**src/rtl/stage_buffer_pkg.sv**
```systemverilog
// stage_buffer_pkg: default widths, NOP control value and payload bundle shared by the stage buffer
package stage_buffer_pkg;

    localparam int WORD_W_DEF = 16;
    localparam int BYTE_W_DEF = 8;
    localparam int FWD_W_DEF  = 4;
    localparam int CTRL_W_DEF = 4;

    localparam logic [CTRL_W_DEF-1:0] CTRL_NOP = '0;

    typedef struct packed {
        logic [WORD_W_DEF-1:0] word;
        logic [BYTE_W_DEF-1:0] byte_f;
        logic [FWD_W_DEF-1:0]  fwd;
        logic [CTRL_W_DEF-1:0] ctrl;
    } payload_t;

endpackage

```
**src/rtl/stage_buffer_entry.sv**
```systemverilog
// stage_buffer_entry: one payload register with load enable, valid flag and synchronous clear
module stage_buffer_entry #(
    parameter int W = 32
) (
    input  logic         clk,
    input  logic         rst_n,
    input  logic         clr,
    input  logic         ld,
    input  logic         full_d,
    input  logic [W-1:0] d,
    output logic [W-1:0] q,
    output logic         full
);

    // reset wipes payload and flag; clear empties the entry but keeps its payload visible
    always_ff @(posedge clk) begin
        if (!rst_n) begin
            q    <= '0;
            full <= 1'b0;
        end else begin
            if (ld)
                q <= d;
            full <= clr ? 1'b0 : full_d;
        end
    end

endmodule

```
**src/rtl/stage_buffer.sv**
```systemverilog
// stage_buffer: two-entry skid buffer with registered in_ready, flush and occupancy count
module stage_buffer
    import stage_buffer_pkg::*;
#(
    parameter int WORD_W = WORD_W_DEF,
    parameter int BYTE_W = BYTE_W_DEF,
    parameter int FWD_W  = FWD_W_DEF,
    parameter int CTRL_W = CTRL_W_DEF
) (
    input  logic              C,
    input  logic              R,
    input  logic [WORD_W-1:0] IW,
    input  logic [BYTE_W-1:0] IB,
    input  logic [FWD_W-1:0]  IF,
    input  logic [CTRL_W-1:0] IC,
    input  logic              in_valid,
    output logic              in_ready,
    input  logic              flush,
    output logic [WORD_W-1:0] OW,
    output logic [BYTE_W-1:0] OB,
    output logic [FWD_W-1:0]  OF,
    output logic [CTRL_W-1:0] OC,
    output logic              out_valid,
    input  logic              out_ready,
    output logic [1:0]        level
);

    localparam int PW = WORD_W + BYTE_W + FWD_W + CTRL_W;

    logic [PW-1:0] in_p, m_d, m_q, s_q;
    logic          m_full, s_full, m_full_d, s_full_d, m_ld, s_ld, acc, xfer, rdy;

    assign in_p = {IW, IB, IF, IC};

    // steering: skid refills main on drain, otherwise input goes to main when it frees up, else to skid
    always_comb begin
        acc      = in_valid & rdy;
        xfer     = m_full & out_ready;
        m_ld     = ~flush & ((xfer & s_full) | (acc & (xfer | ~m_full)));
        m_d      = s_full ? s_q : in_p;
        s_ld     = ~flush & acc & m_full & ~xfer;
        m_full_d = m_full ? (~xfer | s_full | acc) : acc;
        s_full_d = s_full ? ~xfer : s_ld;
    end

    stage_buffer_entry #(.W(PW)) u_main (
        .clk    (C),
        .rst_n  (R),
        .clr    (flush),
        .ld     (m_ld),
        .full_d (m_full_d),
        .d      (m_d),
        .q      (m_q),
        .full   (m_full)
    );

    stage_buffer_entry #(.W(PW)) u_skid (
        .clk    (C),
        .rst_n  (R),
        .clr    (flush),
        .ld     (s_ld),
        .full_d (s_full_d),
        .d      (in_p),
        .q      (s_q),
        .full   (s_full)
    );

    // in_ready is registered from the next skid state so out_ready never reaches it combinationally
    always_ff @(posedge C) begin
        if (!R)
            rdy <= 1'b0;
        else
            rdy <= flush | ~s_full_d;
    end

    assign in_ready     = rdy;
    assign out_valid    = m_full;
    assign {OW, OB, OF} = m_q[PW-1:CTRL_W];
    assign OC           = m_full ? m_q[CTRL_W-1:0] : CTRL_W'(CTRL_NOP);
    assign level        = {1'b0, m_full} + {1'b0, s_full};

endmodule

```
**config.mk**
```make
export PLATFORM = sky130hd
export DESIGN_NAME = stage_buffer
export DESIGN_NICKNAME = d
export VERILOG_FILES = /design/src/rtl/stage_buffer_pkg.sv /design/src/rtl/stage_buffer_entry.sv /design/src/rtl/stage_buffer.sv
export SDC_FILE = /design/constraint.sdc
export NUM_CORES = 1
export LEC_CHECK = 0
export ABC_AREA = 1
export BUFFER_PORTS_ARGS = -buffer_cell sky130_fd_sc_hd__buf_4
export CAP_MARGIN = 20
export CORE_MARGIN = 2
export CORE_UTILIZATION = 58
export CTS_CLUSTER_SIZE = 25
export DETAILED_ROUTE_END_ITERATION = 10
export GPL_TIMING_DRIVEN = 1
export PLACE_DENSITY = 0.84
export SLEW_MARGIN = 10
export SYNTH_ARGS = -nofsm -noshare
export SYNTH_HDL_FRONTEND = slang
export SYNTH_HIERARCHICAL = 1
export SYNTH_SLANG_ARGS = --single-unit
```
**constraint.sdc**
```tcl
create_clock -name C -period 4.2 [get_ports C]
set_clock_uncertainty 0.2 [all_clocks]
set_input_delay 0 -clock C [delete_from_list [all_inputs] [get_ports C]]
set_output_delay 0 -clock C [all_outputs]
set_load 0.01 [all_outputs]
```
==> flow_summary.ini <==
[floorplanning]
coreArea_mm2 = 0.005507
fp.dieArea_mm2 = 0.006308
num_io_pins = 73
start_util_pct = 59.92
die_w_um = 79.43
die_h_um = 79.43
rows = 27

[grt]
grt_max_degree = 68
grt_pass1_vias = 3067
antenna_found_initial = 0
grt_pass1_wl_um = 12800
grt_usage_pct = 25.81
grt.overflow.total = 0

[logic_synthesis]
ys_seq_area_share_pct = 40.65
yosysWarnings = 6
synth-xor-area-share_pct = 0
syn_area_per_cell_um2 = 6.076
synth_compound_area_share_pct = 0.5309
syn_nets = 581
synthSimpleGateAreaFrac_pct = 42.40
syn-instance-count = 543
syn-cell-area_mm2 = 0.003299
synth-adder-area-share_pct = 0.3792
synth_seq_cells = 67
synth_cell_types = 16
synth_top_family_by_area = simple AND/OR/NAND/NOR gates
muxShareOfSynthArea_pct = 0

[critical_path]
worst_setup_path_end_kind = register
regToRegEndpoint = u_skid/q[25]$_SDFFE_PN0P_
crit_chain = inv_2 > nor2_4 > nand3_2 > inv_2 > nand2_1 > nand2_1 > dlygate4sd3_1 > nor2_1
r2r_cells = 8
slowest_stage = inv_2
crit_fanout = 64
critical_path.max_stage_delay_ns = 0.74
crit_arrival_ns = 2.79
worstPathRequired_ns = 4.23
r2r_setup_slack_ns = 1.44
cp-start-kind = register
criticalPathCategory = register to register
rr_startpoint = u_main/full$_SDFF_PP0_

[pwr]
p_seq_share_pct = 49.6
p_switching_mw = 0.3310
power_frac_comb_pct = 14.8
power.clock.fraction_pct = 35.6
p_per_area_mw_per_mm2 = 297.1
switching_share_pct = 24.74
peakVddDrop_uv = 227.9
p_leak_nw = 2.426
internal_power_mw = 1.007

[final_layout]
syn2layout_area_growth_pct = 36.48
regArea_mm2 = 0.001341
final_util_pct = 81.78
drive_gt1_share_pct = 14.09
n_antenna_cell = 0
n_fill_cell = 386
final_cells = 739
nets = 700
multiInputGateArea_mm2 = 0.001434

[route]
drt_iter0_markers = 187
drc_errors = 0
drtAntennaViolNets = 0
wire_per_inst_um = 10.63
routed_via_density = 4.608
routed_wl_um = 7854
routed-via-count = 3405
first_pass_iters = 4

[place]
dpl.hpwl_um = 4141
place_congestion = 0.7698
io_buffers = 72
dp_cells = 661

[timing]
slew-limit-headroom_pct = 32.60
worst_pin_slew_ns = 1.010
tns_ns = 0
rsz0062_at_grt = no
final-setup-viol-count = 0
hold_viol_final = 0
timing.final.crit_share_pct = 65.60
fin_crit_ns = 2.755
max_freq_mhz = 363.0
report.final.slew_viol_count = 0

[worst_hold_path]
hold_path.class = input port to register
hold_depth = 8
whs_endpoint = in_ready$_SDFF_PN0_
holdCritStartpoint = in_valid

[clock_tree]
cts.sinks = 67
cts_resized = 0
clk_pin_slew_ns = 0.07
clk_latency_ns = 0.34
tritoncts = done
cts_buffers = 9
htree_num_levels = 3
cts_root_buffer = clkbuf_8
clk_path_buf_depth = 2

[status]
status = finished clean

[job]
cap_violations = 0
==> area by class of cell <==
type | count | area share [%]
Tap cell | 72 | 2.001
Timing Repair Buffer | 137 | 26.29
Clock buffer | 14 | 3.612
Inverter | 75 | 6.252
Sequential cell | 67 | 29.79
Multi-Input combinational cell | 372 | 31.84
Clock inverter | 2 | 0.2223
==> how the worst max path moves through the flow <==
stage                            from                         to  slack, ns  cells past startpoint
2_1_floorplan  u_main/full$_SDFF_PP0_  u_main/q[20]$_SDFFE_PN0P_       2.58                      9
3_3_place_gp   u_main/full$_SDFF_PP0_  u_skid/q[15]$_SDFFE_PN0P_       2.21                      7
3_5_place_dp   u_main/full$_SDFF_PP0_  u_skid/q[31]$_SDFFE_PN0P_       2.06                      7
4_1_cts        u_main/full$_SDFF_PP0_  u_skid/q[17]$_SDFFE_PN0P_       1.54                      8
5_1_grt        u_main/full$_SDFF_PP0_  u_skid/q[25]$_SDFFE_PN0P_       1.24                      8
6_report       u_main/full$_SDFF_PP0_  u_skid/q[25]$_SDFFE_PN0P_       1.44                      8
==> Yosys cell counts, drive strengths merged <==
cell,n,area [µm²]
buf,29,247.7
inv,75,281.5
nand3,3,20.02
nor2,131,499.2
o21ai,2,10.00
nor3,1,5.000
dfxtp,67,1341
a21boi,1,7.510
ha,1,12.51
nand2,233,874.6
==> layout by cell type (no fill, tap or decap), types with 2 or more instances in the layout <==
cell and n:
clkinv_2 2, nand3_1 2, dlygate4sd3_1 62, clkbuf_8 11, nand2_1 233, inv_1 72, nor2_1 130, dfxtp_1 67
clkbuf_1 3, inv_2 3, buf_4 75
==> critical path: cells and delay by family, from the launching register on <==
family / cells / cell delay (ns)
and+or+nand+nor: 5 / 0.56
DFF: 1 / 0.50
buffers and inverters: 3 / 1.39
==> power groups by stage <==
stage	logic, mW	clock network (mW)	registers [mW]
after global placement	0.147	0	0.677
after global routing	0.220	0.512	0.665
after detailed placement	0.149	0	0.678
after CTS	0.193	0.485	0.663
final	0.198	0.477	0.664
after floorplan	0.0856	0	0.684
==> routing by layer <==
layer | global-route usage [%] | wire length, µm
met5 | 0 | 0
met4 | 12.41 | 140
met3 | 5.995 | 485
met2 | 43.95 | 3944
met1 | 30.49 | 3284
==> what timing repair did <==
item / 4_1_cts / 5_1_grt
hold buffers: 62 / 0
endpoints found under the hold margin: 67 / 0
buffers inserted: 0 / 0
==> flip-flops by register name, indices dropped and copies added, names as in the netlist <==
name         cells
u_main/q        32
u_skid/q        32
in_ready         1
u_main/full      1
u_skid/full      1
==> logic make-up after synthesis <==
logic type / count (synthesis)
compound gates: 3
fa+ha+maj: 1
buf+inv: 104
flops: 67
simple gates: 368
==> through the flow <==
stage / hold WS (ns) / worst slack [ns] / total power, mW / cell area, µm²
finish: 0.06355 / 1.445 / 1.338 / 4503
global route: 0.1189 / 1.244 / 1.398 / 4503
floorplan: -0.1284 / 2.576 / 0.7694 / 3299
CTS: 0.01522 / 1.541 / 1.342 / 4503
global placement: -0.005707 / 2.213 / 0.8240 / 3710
detailed placement: -0.002783 / 2.061 / 0.8271 / 3710
(Power assumes the default switching activity.)
